### config.mk
export PLATFORM = sky130hd
export DESIGN_NAME = kalman_axis_scheduler
export DESIGN_NICKNAME = d
export VERILOG_FILES = /design/src/rtl/kalman_axis_scheduler.sv
export SDC_FILE = /design/constraint.sdc
export NUM_CORES = 2
export LEC_CHECK = 0
export CAP_MARGIN = 20
export CORE_ASPECT_RATIO = 1.2
export CORE_MARGIN = 4
export CORE_UTILIZATION = 55
export CTS_CLUSTER_SIZE = 25
export DETAILED_ROUTE_END_ITERATION = 10
export PLACE_DENSITY = 0.79
export SLEW_MARGIN = 20
export SYNTH_ARGS = -nofsm -noshare
export SYNTH_HDL_FRONTEND = slang
export SYNTH_SLANG_ARGS = --single-unit
### constraint.sdc
create_clock -name clk_in -period 4.8 [get_ports clk_in]
set_input_delay 0.72 -clock clk_in [delete_from_list [all_inputs] [get_ports clk_in]]
set_output_delay 0.72 -clock clk_in [all_outputs]
set_load 0.005 [all_outputs]
### src/rtl/kalman_axis_scheduler.sv
`default_nettype none
// ============================================================================
// Module   : kalman_axis_scheduler
// Purpose  : Shares one Kalman forecast/update engine pair between the roll
//            (ch=0) and pitch (ch=1) axes. Keeps per-axis filter state
//            {angle, bias, P00, P01, P10, P11} in a two-entry bank, runs
//            forecast then update for each axis per gyro sample and writes
//            the update result back. Includes a one-deep sample buffer with
//            overrun pulse and an engine-done watchdog.
// Ports    :
//   clk_in, rst_n                 clock, asynchronous active-low reset
//   sample_vld_in                 strobe: roll/pitch/gyro inputs valid
//   roll_in, pitch_in             measured angles (Q16.16)
//   gyro_x_in, gyro_y_in          gyro rates (Q16.16)
//   gyro_x_bias_in, gyro_y_bias_in  signed 16-bit rate offsets
//   calib_done_pos_in             strobe: reinitialise all state
//   forecast_en_out / _done_in    forecast engine start / completion
//   update_en_out / _done_in      update engine start / completion
//   gyro_out, new_angle_out       corrected rate / measured angle, axis ch
//   state_t_1_out                 bank contents of axis ch
//   state_in                      state returned by the update engine
//   angle_opt_out                 latest filtered angle
//   roll_opt_vld_out, pitch_opt_vld_out  one-cycle qualifiers
//   overrun_out                   pulse: buffered sample overwritten
//   timeout_err_out               sticky engine timeout flag
//   busy_out                      FSM not in IDLE
// Revision : 1.0 - initial release
// ============================================================================
module kalman_axis_scheduler #(
    parameter logic [31:0] P_INIT_DIAG = 32'd65536,
    parameter int          TIMEOUT_CYC = 64
) (
    input  logic         clk_in,
    input  logic         rst_n,
    input  logic         sample_vld_in,
    input  logic [31:0]  roll_in,
    input  logic [31:0]  pitch_in,
    input  logic [31:0]  gyro_x_in,
    input  logic [31:0]  gyro_y_in,
    input  logic [15:0]  gyro_x_bias_in,
    input  logic [15:0]  gyro_y_bias_in,
    input  logic         calib_done_pos_in,
    output logic         forecast_en_out,
    input  logic         forecast_done_in,
    output logic         update_en_out,
    input  logic         update_done_in,
    output logic [31:0]  gyro_out,
    output logic [31:0]  new_angle_out,
    output logic [191:0] state_t_1_out,
    input  logic [191:0] state_in,
    output logic [31:0]  angle_opt_out,
    output logic         roll_opt_vld_out,
    output logic         pitch_opt_vld_out,
    output logic         overrun_out,
    output logic         timeout_err_out,
    output logic         busy_out
);

    localparam int WD_W = (TIMEOUT_CYC < 2) ? 1 : $clog2(TIMEOUT_CYC);
    localparam logic [WD_W-1:0] c_WD_LAST = WD_W'(TIMEOUT_CYC - 1);
    localparam logic [191:0] c_BANK_INIT =
        {32'd0, 32'd0, P_INIT_DIAG, 32'd0, 32'd0, P_INIT_DIAG};

    typedef enum logic [2:0] {
        S_IDLE    = 3'd0,
        S_ISSUE_F = 3'd1,
        S_WAIT_F  = 3'd2,
        S_ISSUE_U = 3'd3,
        S_WAIT_U  = 3'd4
    } state_t;

    state_t         r_state, w_state_nxt;
    logic           r_ch, w_ch_nxt;
    logic [WD_W-1:0] r_wd, w_wd_nxt;

    logic           w_start, w_use_pend, w_wb, w_timeout, w_advance, w_overrun;

    // Working sample (the one being filtered) and the one-deep buffer
    logic [31:0]    r_roll, r_pitch, r_gx, r_gy;
    logic           r_pend_vld;
    logic [31:0]    r_pend_roll, r_pend_pitch, r_pend_gx, r_pend_gy;

    logic [191:0]   r_bank_roll, r_bank_pitch;

    logic           r_fen, r_uen, r_busy, r_roll_vld, r_pitch_vld, r_overrun, r_terr;
    logic [31:0]    r_gyro, r_new_angle, r_angle_opt;
    logic [191:0]   r_state_t_1;

    // Bias correction: plain 32-bit wrap, no saturation
    logic [31:0] w_live_gx, w_live_gy;
    assign w_live_gx = gyro_x_in - {{16{gyro_x_bias_in[15]}}, gyro_x_bias_in};
    assign w_live_gy = gyro_y_in - {{16{gyro_y_bias_in[15]}}, gyro_y_bias_in};

    logic [31:0] w_cap_roll, w_cap_pitch, w_cap_gx, w_cap_gy;
    assign w_cap_roll  = w_use_pend ? r_pend_roll  : roll_in;
    assign w_cap_pitch = w_use_pend ? r_pend_pitch : pitch_in;
    assign w_cap_gx    = w_use_pend ? r_pend_gx    : w_live_gx;
    assign w_cap_gy    = w_use_pend ? r_pend_gy    : w_live_gy;

    // On the start edge the working registers are still loading, so the
    // ISSUE_F outputs must be taken from the capture path directly.
    logic [31:0] w_src_roll, w_src_pitch, w_src_gx, w_src_gy;
    assign w_src_roll  = w_start ? w_cap_roll  : r_roll;
    assign w_src_pitch = w_start ? w_cap_pitch : r_pitch;
    assign w_src_gx    = w_start ? w_cap_gx    : r_gx;
    assign w_src_gy    = w_start ? w_cap_gy    : r_gy;

    // A live sample is buffered whenever the FSM is not idle
    assign w_overrun = sample_vld_in && (r_state != S_IDLE) && r_pend_vld
                       && !calib_done_pos_in;

    always_comb begin
        w_state_nxt = r_state;
        w_ch_nxt    = r_ch;
        w_wd_nxt    = r_wd;
        w_start     = 1'b0;
        w_use_pend  = 1'b0;
        w_wb        = 1'b0;
        w_timeout   = 1'b0;
        w_advance   = 1'b0;
        case (r_state)
            S_IDLE: begin
                if (r_pend_vld) begin
                    w_start    = 1'b1;
                    w_use_pend = 1'b1;
                end else if (sample_vld_in) begin
                    w_start    = 1'b1;
                end
                if (w_start) begin
                    w_ch_nxt    = 1'b0;
                    w_state_nxt = S_ISSUE_F;
                end
            end
            S_ISSUE_F: begin
                w_state_nxt = S_WAIT_F;
                w_wd_nxt    = '0;
            end
            S_WAIT_F: begin
                if (forecast_done_in) begin
                    w_state_nxt = S_ISSUE_U;
                end else if (r_wd == c_WD_LAST) begin
                    w_timeout = 1'b1;
                    w_advance = 1'b1;
                end else begin
                    w_wd_nxt = r_wd + WD_W'(1);
                end
            end
            S_ISSUE_U: begin
                w_state_nxt = S_WAIT_U;
                w_wd_nxt    = '0;
            end
            S_WAIT_U: begin
                if (update_done_in) begin
                    w_wb      = 1'b1;
                    w_advance = 1'b1;
                end else if (r_wd == c_WD_LAST) begin
                    w_timeout = 1'b1;
                    w_advance = 1'b1;
                end else begin
                    w_wd_nxt = r_wd + WD_W'(1);
                end
            end
            default: w_state_nxt = S_IDLE;
        endcase

        // Completion or timeout both move on to the next axis
        if (w_advance) begin
            if (!r_ch) begin
                w_ch_nxt    = 1'b1;
                w_state_nxt = S_ISSUE_F;
            end else begin
                w_state_nxt = S_IDLE;
            end
        end

        // Calibration overrides everything, including a same-cycle done
        if (calib_done_pos_in) begin
            w_state_nxt = S_IDLE;
            w_ch_nxt    = 1'b0;
            w_wd_nxt    = '0;
            w_start     = 1'b0;
            w_use_pend  = 1'b0;
            w_wb        = 1'b0;
            w_timeout   = 1'b0;
        end
    end

    always_ff @(posedge clk_in or negedge rst_n) begin
        if (!rst_n) begin
            r_state      <= S_IDLE;
            r_ch         <= 1'b0;
            r_wd         <= '0;
            r_roll       <= '0;
            r_pitch      <= '0;
            r_gx         <= '0;
            r_gy         <= '0;
            r_pend_vld   <= 1'b0;
            r_pend_roll  <= '0;
            r_pend_pitch <= '0;
            r_pend_gx    <= '0;
            r_pend_gy    <= '0;
            r_bank_roll  <= c_BANK_INIT;
            r_bank_pitch <= c_BANK_INIT;
            r_fen        <= 1'b0;
            r_uen        <= 1'b0;
            r_busy       <= 1'b0;
            r_roll_vld   <= 1'b0;
            r_pitch_vld  <= 1'b0;
            r_overrun    <= 1'b0;
            r_terr       <= 1'b0;
            r_gyro       <= '0;
            r_new_angle  <= '0;
            r_angle_opt  <= '0;
            r_state_t_1  <= '0;
        end else begin
            r_state     <= w_state_nxt;
            r_ch        <= w_ch_nxt;
            r_wd        <= w_wd_nxt;
            r_fen       <= (w_state_nxt == S_ISSUE_F);
            r_uen       <= (w_state_nxt == S_ISSUE_U);
            r_busy      <= (w_state_nxt != S_IDLE);
            r_roll_vld  <= w_wb && !r_ch;
            r_pitch_vld <= w_wb && r_ch;
            r_overrun   <= w_overrun;

            if (w_start) begin
                r_roll  <= w_cap_roll;
                r_pitch <= w_cap_pitch;
                r_gx    <= w_cap_gx;
                r_gy    <= w_cap_gy;
            end

            if (w_state_nxt == S_ISSUE_F) begin
                r_gyro      <= w_ch_nxt ? w_src_gy    : w_src_gx;
                r_new_angle <= w_ch_nxt ? w_src_pitch : w_src_roll;
                r_state_t_1 <= w_ch_nxt ? r_bank_pitch : r_bank_roll;
            end

            if (w_wb) begin
                if (r_ch) r_bank_pitch <= state_in;
                else      r_bank_roll  <= state_in;
                r_angle_opt <= state_in[191:160];
            end

            // Buffer: consuming and refilling in the same cycle is not an overrun
            if (w_use_pend) begin
                r_pend_vld <= sample_vld_in;
            end else if (sample_vld_in && (r_state != S_IDLE)) begin
                r_pend_vld <= 1'b1;
            end
            if (sample_vld_in && (w_use_pend || (r_state != S_IDLE))) begin
                r_pend_roll  <= roll_in;
                r_pend_pitch <= pitch_in;
                r_pend_gx    <= w_live_gx;
                r_pend_gy    <= w_live_gy;
            end

            if (w_timeout) r_terr <= 1'b1;

            if (calib_done_pos_in) begin
                r_pend_vld   <= 1'b0;
                r_bank_roll  <= c_BANK_INIT;
                r_bank_pitch <= c_BANK_INIT;
                r_terr       <= 1'b0;
                r_gyro       <= '0;
                r_new_angle  <= '0;
                r_angle_opt  <= '0;
                r_state_t_1  <= '0;
            end
        end
    end

    assign forecast_en_out   = r_fen;
    assign update_en_out     = r_uen;
    assign busy_out          = r_busy;
    assign roll_opt_vld_out  = r_roll_vld;
    assign pitch_opt_vld_out = r_pitch_vld;
    assign overrun_out       = r_overrun;
    assign timeout_err_out   = r_terr;
    assign gyro_out          = r_gyro;
    assign new_angle_out     = r_new_angle;
    assign angle_opt_out     = r_angle_opt;
    assign state_t_1_out     = r_state_t_1;

endmodule
`default_nettype wire

==> flow_summary.toml <==
[global_routing]
gr-total-overflow = 0
grt_pass1_wl_um = 201000
grt_max_degree = 258
grt.total_usage = 0.308
antenna_found_initial = 36
grt_pass1_vias = 35800

[detailed_routing]
drc = 0
firstDrtPassIters = 7
antenna_left = 0
wl_um = 129000
via_per_inst = 5.76
routedWlPerCell_um = 20.0
drt-initial-drc-count = 4242
vias = 37200

[clock_network]
cts_root_buf = "clkbuf_16"
cts_hold_buf = 0
cts_tree = "yes"
cts_sinks = 928
cts-resized-gates = 0
post-cts-setup-buffers = 0
path_clk_slew_ns = 0.06
cts_buffers = 91
clk_latency_ns = 0.66
clockBufferDepth = 3
cts_max_level = 3

[synth]
yosysTopAreaCell = "dfrtp_1"
netlist_instances = 4890
ys_seq_elements = 928
synthFlopType = "dfrtp_1"
synth_top_cell_area_share = 0.545
synthTopCellsByArea = "dfrtp_1 54%, nand2_1 15%, a21oi_1 6.0%"
synth_area_um2 = 42400
ys_warn_count = 0
synthDistinctLibCells = 71
syn_nets = 5315
syn_area_per_cell_um2 = 8.68
synth_edf_count = 0
ys_seq_area_frac = 0.547
async_reset_ff_frac = 1.00

[critical_path]
cp.required_ns = 5.35
r2r_cells = 10
cp-start-kind = "flop"
cp_max_fo = 101
worst_path_max_delay_cell = "a2111o_2"
r2r_slack_ns = 1.17
r2r_start = "r_state[2]"
endpoint_kind = "flop"
crit_family = "compound AO/OA/AOI/OAI gates"
crit_chain = "or3b_1 > a2111oi_2 > o21bai_1 > a2111o_2 > buf_4 > nor2_4 > buf_12 > o211ai_1 > o21a_1 > a211o_1"
crit_buf_inv = 2
crit_type = "reg2reg"
cpPeakStageDelay_ns = 0.52
r2r-end = "gyro_out[10]"
cp.arrival_ns = 4.18

[final_layout]
drive_above_1_share = 0.0457
syn_to_final_growth_pct = 24.4
fin_nets = 5755
layout_common_cells = "1698 x nand2_1, 924 x dfrtp_1, 650 x clkdlybuf4s50_1"
layout_commonest_cell = "nand2_1"

[placement]
gp_congestion = 0.959
post-dp-hpwl_um = 82900
io_buffers = 652

[sta]
hold_violations = 0
fin_skew_ns = 0.0196
relSlewSlack = 0.226
tightest_slew_ns = 1.16
setup_viol = 0
fin_crit_ns = 3.63
slew_violations = 0
clock.fmax_ghz = 0.275
hold-worst-slack_ns = 0.0733
grt_setup_unrepaired = "no"
period_share = 0.757
final.setup.tns_ns = 0

[floorplan]
core-area_um2 = 76400
initial_core_util = 0.555
top_level_ports = 653
die_x_um = 262
floorplan.rows = 111
die_area_um2 = 81700
die_h_um = 312

[outcome]
status = "completed"

[power]
peakVddDrop_uv = 284
power_density_nw_per_um2 = 404
p_leak_nw = 22.1
p_total_w = 0.0213

[run]
max_cap_violations = 0

[worst_hold_path]
hold_class = "in2async"
-- where the power goes --
part | leakage, nW | internal [W] | switching [W]
clock | 1.51 | 0.00416 | 0.00308
combinational | 8.16 | 0.00188 | 0.00240
sequential | 12.4 | 0.00911 | 0.000674
-- worst max-delay path by stage --
stage                                 from                to  cells past startpoint
after floorplan               gyro_x_in[0]      gyro_out[30]                     13
after global placement    forecast_done_in      gyro_out[14]                     11
after detailed placement  forecast_done_in      gyro_out[14]                     11
after CTS                       r_state[2]      gyro_out[10]                     10
after global routing            r_state[2]  new_angle_out[6]                     11
final                           r_state[2]      gyro_out[10]                     10
-- sequential cells by signal, summed over array words and instances, names as in the netlist, 3 cells and up --
register and flops:
r_wd 6, new_angle_out 32, r_gx 14, r_pend_gx 32
r_pend_roll 32, r_roll 32, r_gy 32, r_state 3
r_pend_gy 32, r_bank_roll 192, angle_opt_out 32, r_bank_pitch 192
state_t_1_out 192, r_pend_pitch 32, gyro_out 32, r_pitch 32
-- cells by family after synthesis --
logic type	share of synthesized area
xor+xnor	0.0122
compound gates	0.161
fa+ha+maj	0.0201
mux	0.0117
buf+inv	0.0402
flops	0.547
simple gates	0.208
-- synth_stat cells, types with 48 or more instances --
cell      number
nand2_1     1700
dfrtp_1      924
a21oi_1      507
nor2_1       384
clkbuf_1     291
a311oi_1     192
o21ai_0      141
ha_1          65
nor3_1        56
inv_1         55
a31oi_1       48
nand3_1       48
-- final cells by class --
cell class / count / area, um2
antenna: 34 / 85.1
clock buffer: 140 / 2720
clock inverter: 31 / 342
fill: 5952 / 23600
inverter: 58 / 230
multi-input combinational: 3534 / 17600
sequential: 928 / 23200
tap: 1017 / 1270
timing repair buffer: 717 / 7350
-- per-stage QoR --
step / cell area, um2 / std cells / setup WS, ns / utilization
after floorplan: 42400 / 4890 / 1.48 / -
after CTS: 52700 / 6425 / 1.18 / 0.690
final: 52800 / 6459 / 1.17 / 0.691
after global routing: 52800 / 6449 / 0.901 / 0.691
after global placement: 49600 / 6254 / 0.643 / 0.650
after detailed placement: 49600 / 6254 / 0.542 / 0.650
-- metal layers --
layer | share of wire | track usage | wire, um | vias to the layer above
met5 | 0.00053 | 0 | 69 | -
met4 | 0.061 | 0.178 | 7910 | 12
met3 | 0.081 | 0.0692 | 10500 | 329
met2 | 0.48 | 0.488 | 61700 | 1438
met1 | 0.38 | 0.392 | 49200 | 18100
li1 | - | - | - | 17300
No activity file was read; power rests on OpenSTA's default activity.
